**src/rtl/sd_dat_tx.sv**
```systemverilog
// sd_dat_tx: serial block writer for SD DAT0 in 1-bit bus mode.
// Frame: start bit (0), payload MSB-first, CRC16 (x^16+x^12+x^5+1, zero init)
// MSB-first, end bit (1). One-byte holding register with ready/valid fill.
// Every output is a flop. Each one is loaded from the next-state values, so it
// shows the state of the current cycle.
module sd_dat_tx #(
   parameter int BLOCK_BYTES = 512,
   parameter int CNT_W       = 13
) (
   input  logic       iclk,
   input  logic       irst_n,
   input  logic       istart,
   input  logic [7:0] ibyte,
   input  logic       ibyte_valid,
   output logic       obyte_ready,
   output logic       odat,
   output logic       odat_oe,
   output logic       obusy,
   output logic       odone,
   output logic       ounderrun
);

   typedef enum logic [2:0] {
      S_IDLE, S_START, S_DATA, S_CRC, S_END
   } state_t;

   localparam logic [CNT_W-1:0] DATA_LAST = CNT_W'(8 * BLOCK_BYTES - 1);
   localparam logic [CNT_W-1:0] CRC_LAST  = CNT_W'(15);
   localparam logic [15:0]      POLY      = 16'h1021;

   state_t           state_q, state_d;
   logic [7:0]       hold_q, hold_d;
   logic             hold_full_q, hold_full_d;
   logic [7:0]       shift_q, shift_d;
   logic [CNT_W-1:0] cnt_q, cnt_d;
   logic [15:0]      crc_q, crc_d;
   logic             odat_q, odat_d;
   logic             oe_q, oe_d;
   logic             busy_q, busy_d;
   logic             done_q, done_d;
   logic             und_q, und_d;
   logic             ready_q, ready_d;
   logic             consume;
   logic             abort;
   logic             handshake;

   assign handshake = ibyte_valid & ready_q;

   // Next-state, datapath and registered-output decode
   always_comb begin
      state_d = state_q;
      shift_d = shift_q;
      cnt_d   = cnt_q;
      crc_d   = crc_q;
      consume = 1'b0;
      abort   = 1'b0;
      done_d  = 1'b0;

      case (state_q)
         S_IDLE: begin
            cnt_d = '0;
            crc_d = '0;
            if (istart) state_d = S_START;
         end
         S_START: begin
            cnt_d = '0;
            crc_d = '0;
            if (hold_full_q) begin
               shift_d = hold_q;
               consume = 1'b1;
               state_d = S_DATA;
            end else begin
               abort = 1'b1;
            end
         end
         S_DATA: begin
            // CRC absorbs the bit currently on the line
            crc_d   = {crc_q[14:0], 1'b0} ^ ((shift_q[7] ^ crc_q[15]) ? POLY : 16'h0000);
            shift_d = {shift_q[6:0], 1'b0};
            if (cnt_q == DATA_LAST) begin
               cnt_d   = '0;
               state_d = S_CRC;
            end else begin
               cnt_d = cnt_q + CNT_W'(1);
               if (cnt_q[2:0] == 3'd7) begin
                  if (hold_full_q) begin
                     shift_d = hold_q;
                     consume = 1'b1;
                  end else begin
                     abort = 1'b1;
                  end
               end
            end
         end
         S_CRC: begin
            crc_d = {crc_q[14:0], 1'b0};
            if (cnt_q == CRC_LAST) begin
               cnt_d   = '0;
               state_d = S_END;
            end else begin
               cnt_d = cnt_q + CNT_W'(1);
            end
         end
         S_END: begin
            state_d = S_IDLE;
            done_d  = 1'b1;
         end
         default: state_d = S_IDLE;
      endcase

      // Underrun: drop the frame and clear the datapath
      if (abort) begin
         state_d = S_IDLE;
         cnt_d   = '0;
         crc_d   = '0;
         shift_d = '0;
      end

      // Holding register never fills and drains in the same cycle (ready = !full)
      hold_d      = handshake ? ibyte : hold_q;
      hold_full_d = handshake ? 1'b1 : (consume ? 1'b0 : hold_full_q);
      ready_d     = ~hold_full_d;

      case (state_d)
         S_START: odat_d = 1'b0;
         S_DATA:  odat_d = shift_d[7];
         S_CRC:   odat_d = crc_d[15];
         default: odat_d = 1'b1;
      endcase
      oe_d   = (state_d != S_IDLE);
      busy_d = (state_d != S_IDLE);
      und_d  = abort;
   end

   // State and output registers with asynchronous active-low reset
   always_ff @(posedge iclk or negedge irst_n) begin
      if (!irst_n) begin
         state_q     <= S_IDLE;
         hold_q      <= '0;
         hold_full_q <= 1'b0;
         shift_q     <= '0;
         cnt_q       <= '0;
         crc_q       <= '0;
         odat_q      <= 1'b1;
         oe_q        <= 1'b0;
         busy_q      <= 1'b0;
         done_q      <= 1'b0;
         und_q       <= 1'b0;
         ready_q     <= 1'b1;
      end else begin
         state_q     <= state_d;
         hold_q      <= hold_d;
         hold_full_q <= hold_full_d;
         shift_q     <= shift_d;
         cnt_q       <= cnt_d;
         crc_q       <= crc_d;
         odat_q      <= odat_d;
         oe_q        <= oe_d;
         busy_q      <= busy_d;
         done_q      <= done_d;
         und_q       <= und_d;
         ready_q     <= ready_d;
      end
   end

   assign obyte_ready = ready_q;
   assign odat        = odat_q;
   assign odat_oe     = oe_q;
   assign obusy       = busy_q;
   assign odone       = done_q;
   assign ounderrun   = und_q;

endmodule

```
**config.mk**
```make
export PLATFORM = sky130hd
export DESIGN_NAME = sd_dat_tx
export DESIGN_NICKNAME = d
export VERILOG_FILES = /design/src/rtl/sd_dat_tx.sv
export SDC_FILE = /design/constraint.sdc
export NUM_CORES = 1
export LEC_CHECK = 0
export ABC_AREA = 1
export CAP_MARGIN = 10
export CORE_ASPECT_RATIO = 1.4
export CORE_MARGIN = 2
export CORE_UTILIZATION = 45
export CTS_BUF_LIST = sky130_fd_sc_hd__clkbuf_8
export DETAILED_ROUTE_END_ITERATION = 10
export RECOVER_POWER = 50
export SLEW_MARGIN = 5
export SYNTH_ARGS = -nofsm -noshare
export SYNTH_HDL_FRONTEND = slang
export SYNTH_SLANG_ARGS = --single-unit
```
**constraint.sdc**
```tcl
create_clock -name iclk -period 3.2 [get_ports iclk]
set_clock_uncertainty 0.15 [all_clocks]
set_input_delay 0.32 -clock iclk [delete_from_list [all_inputs] [get_ports iclk]]
set_output_delay 0.32 -clock iclk [all_outputs]
set_load 0.02 [all_outputs]
```
==> key figures, run 1 <==
Timing
  • RSZ-0062 raised after global routing: no
  • Relative slew slack: -1.97%
  • Final Cycle Share: 71.1%
  • Worst-Margin Slew: 1.53 ns
  • Final Hold Viols: 0
  • TNS Setup: 0 ns
  • Fmax: about 440 MHz
  • Count of final setup violators: 0
  • Period minus WS final: roughly 2.3 ns
  • Slew Limit Fails: 29

Placed design
  • Half-perimeter wire length after placement: between 4000 and 5000 um
  • Number of port buffers: 17
  • GPL Wtd Cong: 0.810

Global route
  • Largest net degree at the start of global routing: 29
  • Overflow after GRT: 0
  • Initial antenna violation count: 0
  • Number of global-route vias before repair: 2,391
  • Total GRT Usage: 19.3%
  • First-pass GRT wire length: 11,200 um

Worst setup path
  • Cell count of the worst reg-to-reg path: 9
  • Peak fanout along the critical path: 16
  • Worst path depth: 9
  • Crit path to: crc_q[11]
  • Worst path cell trace: ha_1 -> ha_1 -> inv_1 -> nor2_1 -> nand3_2 -> nand2_4 -> inv_6 -> nand3_4 -> o22ai_2
  • CP startpoint kind: flop
  • Crit. Startpoint: cnt_q[0]
  • R2R Path End: crc_q[11]
  • Most frequent CP cell: ha_1
  • Worst flop-to-flop path startpoint: cnt_q[0]
  • Buffers & Inverters on Critical Path: 2
  • Critical Path AT: 2.32 ns
  • Slowest stage cell, crit path: ha_1
  • Crit-path leading delay family: adder cells
  • R2R setup slack: 0.92 ns
  • Critical path's largest stage delay: 0.47 ns
  • Critical Path RT: between 3 and 4 ns
  • Crit. End Element: flop
  • Crit path kind: reg2reg

Power
  • Pwr Density: ~740 nW/um^2
  • Leakage Power: 1.56 nW
  • VDD IR max: between 0.2 and 0.3 mV

Floorplan
  • DIE AREA: 7480 um^2
  • Die Y: 102 um
  • Boundary Pins: 18
  • Chip width: between 70 and 80 um
  • Starting Density: approximately 47%
  • Cell row count: 35
  • Core area: roughly 6600 um^2

Clocking
  • # clock sinks: 54
  • Worst-skew pair later-pin latency: 0.32 ns
  • CTS tree: built
  • Maximum root-to-sink buffer count: 2
  • Total CTS buffers: 5
  • CTS clk-pin slew, worst paths: around 0.10 ns
  • # H-tree levels: 2
  • Root Driver: clkbuf_8

Detailed routing
  • Antenna Violating Nets Remaining: 0
  • DRC viols: 0
  • Routed via count: 2,414
  • Drt pass-1 iters: 5
  • Post-Route WL: ~6600 um
  • Drt via density: 5.20
  • DR iter-0 viols: 104
  • Routed len/inst: 14.2 um

Final layout
  • Commonest non-fill, non-tap cell in the layout: nand2_1
  • Layout Nets: between 400 and 500
  • Inserted Diodes: 0
  • Fillers: 656
  • Final cell utilization of the core: 51.2%
  • Area Growth Syn to Fin: 10.0%
  • Commonest cells after routing, fill and taps aside: nand2_1, dfrtp_1, inv_1, o21ai_0, nand3_1
  • Layout cells sized above 1: between 10% and 20%

Synth
  • Post-synthesis cell area: 3060 um^2
  • Mapped Cells: 373
  • Yosys cell types: 39
  • Synth Warn #: 0
  • Post-synthesis sequential area ratio: between 40% and 50%
  • Syn_nets: 387
  • Register bit count reported by yosys: 54
  • Syn avg cell area: roughly 8 um^2

Run status
  • Failing checks: max-capacitance violations, max-slew violations
  • Status: finished with violations

Run
  • Maxcap violations: 1

Worst hold path
  • Worst hold path class: reg2reg
==> how the worst min path moves through the flow <==
stage,startpoint,end,slack (ns),depth (start not counted)
after global placement,irst_n,hold_full_q,0.22,1
final,shift_q[4],shift_q[4],0.34,2
after CTS,shift_q[4],shift_q[4],0.34,2
after detailed placement,irst_n,hold_full_q,0.23,1
after global routing,crc_q[0],crc_q[1],0.39,2
after floorplan,irst_n,cnt_q[0],-0.13,0
==> worst min-delay path: stages (launching register included) <==
cell and delay (ns):
dfrtp_1 0.35, nand2_1 0.05, nand2_1 0.05
==> per-layer routing <==
metal	vias up	global-route usage, %	part of all wire, %
met2	29	33.6	51
met5	-	0	0
met4	0	7.69	2.2
li1	1229	-	-
met1	1146	23.6	44
met3	10	3.18	2.6
==> layout make-up <==
type / count / area, um^2 / share of cell area (%)
flip-flops and latches: 54 / 1350 / 40.3
well taps: 74 / 92.6 / 2.75
clock buffers: 5 / 68.8 / 2.05
multi-input cells: 255 / 1410 / 41.8
inverters: 51 / 196 / 5.84
clock inverters: 3 / 41.3 / 1.23
repair buffers: 22 / 204 / 6.06
==> sequential cells by signal (all words and copies together), names as in the netlist, 3 cells and up <==
register / cells
shift_q: 8
hold_q: 8
state_q: 3
crc_q: 16
cnt_q: 13
==> metrics by stage <==
stage / hold WS (ns) / instance area, um^2 / total power, mW / setup slack, ns / cells
final: 0.338 / 3360 / 2.48 / 0.924 / 464
after global routing: 0.386 / 3360 / 2.67 / 0.701 / 464
after CTS: 0.342 / 3360 / 2.50 / 0.925 / 464
after detailed placement: 0.226 / 3240 / 2.03 / 0.937 / 455
after global placement: 0.225 / 3240 / 2.03 / 0.995 / 455
after floorplan: -0.126 / 3060 / 1.77 / 1.39 / 373
==> power by group <==
part	switching (mW)	leakage (nW)	internal, mW	total [mW]
sequential	0.132	0.705	0.860	0.991
clock	0.234	0.0556	0.231	0.464
combinational	0.654	0.798	0.366	1.02
total	1.02	1.56	1.46	2.48
==> cells in the mapped netlist (all sizes together) <==
library cell / instances / area, um^2
a21oi: 9 / 45.0
o22ai: 12 / 138
nand2: 108 / 428
xnor2: 2 / 17.5
dfrtp: 52 / 1300
xor2: 5 / 43.8
dfstp: 2 / 52.6
o21ai: 44 / 243
a41oi: 1 / 8.76
nand3b: 2 / 15.0
nor3: 10 / 100
nor2: 23 / 93.8
clkbuf: 5 / 18.8
nand3: 28 / 170
buf: 8 / 81.3
mux2: 4 / 45.0
a31oi: 1 / 6.26
nand4: 2 / 12.5
inv: 51 / 196
or2: 1 / 6.26
o2bb2ai: 1 / 8.76
ha: 2 / 25.0
==> cells by family (layout without fill, tap and decap cells) <==
logic type | Yosys count | after routing | share of synthesized area [%]
and+or+nand+nor | 174 | 174 | 27.0
muxes | 4 | 4 | 1.47
xor gates and xnor gates | 7 | 7 | 2.01
AOI/OAI and AO/OA | 68 | 68 | 14.7
buffers and inverters | 64 | 81 | 9.70
adders and majority gates | 2 | 2 | 0.819
DFF | 54 | 54 | 44.3
==> repair_timing <==
item | in CTS | in global routing
resized for setup | 0 | 0
endpoints found under the hold margin | 24 | 0
setup buffers | 0 | 0
hold buffers | 1 | 0
Power figures use the tool's default switching activity.
==> inputs of run 2 (changes only) <==
==> constraint.sdc (replaced) <==
create_clock -name iclk -period 2.29 [get_ports iclk]
set_clock_uncertainty 0.15 [all_clocks]
set_input_delay 0.229 -clock iclk [delete_from_list [all_inputs] [get_ports iclk]]
set_output_delay 0.229 -clock iclk [all_outputs]
set_load 0.02 [all_outputs]
==> key figures, run 2 (synthesized netlist as in run 1, its figures left out) <==
Run status
  • Status: finished, final reports clean

Worst setup path
  • Peak fanout along the critical path: 16
  • CP startpoint kind: flop
  • Crit path kind: reg2reg
  • Critical Path AT: about 2.1 ns
  • Crit. End Element: flop
  • Critical Path RT: 2.38 ns

Detailed routing
  • Drt pass-1 iters: 4
  • Post-Route WL: around 6600 um
  • DR iter-0 viols: 56
  • Routed len/inst: roughly 14 um
  • Antenna Violating Nets Remaining: 0
  • Drt via density: 5.15
  • Routed via count: ~2,400
  • DRC viols: 0

Timing
  • Period minus WS final: 2.01 ns
  • TNS Setup: 0 ns
  • Final Hold Viols: 0
  • Worst Setup Slack, final: 0.284 ns
  • Count of final setup violators: 0
  • Slew Limit Fails: 0
  • RSZ-0062 raised after global routing: no
  • Worst-Margin Slew: ~1.1 ns
  • Final Cycle Share: 87.6%
  • Relative slew slack: 26.9%
  • Fmax: 498 MHz
  • WHS: ~0.34 ns

Clocking
  • CTS clk-pin slew, worst paths: 0.10 ns
  • CTS tree: built
  • Hold_buf cts: 1
  • Total CTS buffers: 5
  • # H-tree levels: 2
  • Post-cts repair resize count: 0
  • Root Driver: clkbuf_8
  • # clock sinks: 54
  • Setup Buffers After CTS: 0
  • Maximum root-to-sink buffer count: 2
  • Worst-skew pair later-pin latency: a little over 0.3 ns

Placed design
  • Half-perimeter wire length after placement: ~5000 um
  • GPL Wtd Cong: 0.846
  • Post-placement cell count: 462
  • Worst slack at placement: 0.279 ns
  • Number of port buffers: 17

Global route
  • Global routing usage on met2: 35.4%
  • Largest net degree at the start of global routing: 22
  • First-pass GRT wire length: about 11,000 um
  • Number of global-route vias before repair: 2,400
  • Total GRT Usage: 19.1%
  • Busiest grt layer: met2
  • Met3 usage: under 10%
  • Overflow after GRT: 0
  • Met1 Use GR: 22.5%
  • Initial antenna violation count: 0

Final layout
  • Largest regs: crc_q (16), cnt_q (13)
  • Fillers: 661
  • Layout Nets: 410
  • Commonest non-fill, non-tap cell in the layout: nand2_1
  • Area Growth Syn to Fin: 11.7%
  • Number of flip-flops in the largest register: 16
  • Non-filler instance count after layout: 471
  • Commonest cells after routing, fill and taps aside: nand2_1, dfrtp_1, inv_1, o21ai_0, nand3_1
  • Inserted Diodes: 0
  • Biggest register: crc_q
  • Layout cells sized above 1: between 10% and 20%

Power
  • Leakage Power: ~1.6 nW
  • VDD IR max: between 0.4 and 0.5 mV
  • Total chip power: approximately 3.5 mW
  • Pwr Density: 1020 nW/um^2

Floorplan
  • Die Y: between 100 and 150 um
  • Chip width: 73.7 um
  • Starting Density: 46.5%
  • Cell row count: 35
  • Core area: 6570 um^2
  • DIE AREA: 7480 um^2
  • Boundary Pins: 18

Run
  • Maxcap violations: 0

Worst hold path
  • Worst hold path class: reg2reg
run 2: metal layers:
metal	wire length [um]	vias up
met5	0	-
met4	87	0
met3	132	8
met2	3510	27
met1	2880	1147
li1	-	1245
run 2: area by class of cell:
| type | count | area, um^2 | share of cell area [%] |
|---|---|---|---|
| multi-input combinational | 255 | 1410 | 41.2 |
| sequential | 54 | 1350 | 39.6 |
| timing repair buffer | 29 | 254 | 7.44 |
| inverter | 51 | 196 | 5.75 |
| tap | 74 | 92.6 | 2.71 |
| clock buffer | 5 | 68.8 | 2.02 |
| clock inverter | 3 | 42.5 | 1.25 |
run 2: final timing paths:
path,start,slack (ns),depth (start not counted),endpoint
max in group asynchronous,irst_n,0.50,3,cnt_q[6]
worst max register to register,cnt_q[0],0.28,9,crc_q[2]
worst min register to register,shift_q[1],0.34,2,shift_q[1]
worst max-delay path,cnt_q[0],0.28,9,crc_q[2]
min in group asynchronous,irst_n,0.48,2,crc_q[15]
worst min-delay path,shift_q[1],0.34,2,shift_q[1]
run 2: critical path, stage by stage (launching register included):
cell and delay (ns):
dfrtp_1 0.38, ha_1 0.22, nand3_4 0.12, nor2_4 0.20, nand2_4 0.12, nand3_2 0.11, nand2_4 0.11, inv_6 0.16
nand3_4 0.19, o22ai_1 0.17
run 2: through the flow:
stage	cell area, um^2	utilization (%)
after CTS	3420	52.0
after global routing	3410	52.0
after global placement	3300	50.2
after floorplan	3060	-
after detailed placement	3300	50.2
final	3410	52.0
run 2: report_power, final:
group,internal (mW),leakage [nW],switching [mW]
Combinational,0.542,0.831,0.933
Sequential,1.20,0.705,0.152
Clock,0.324,0.0595,0.322
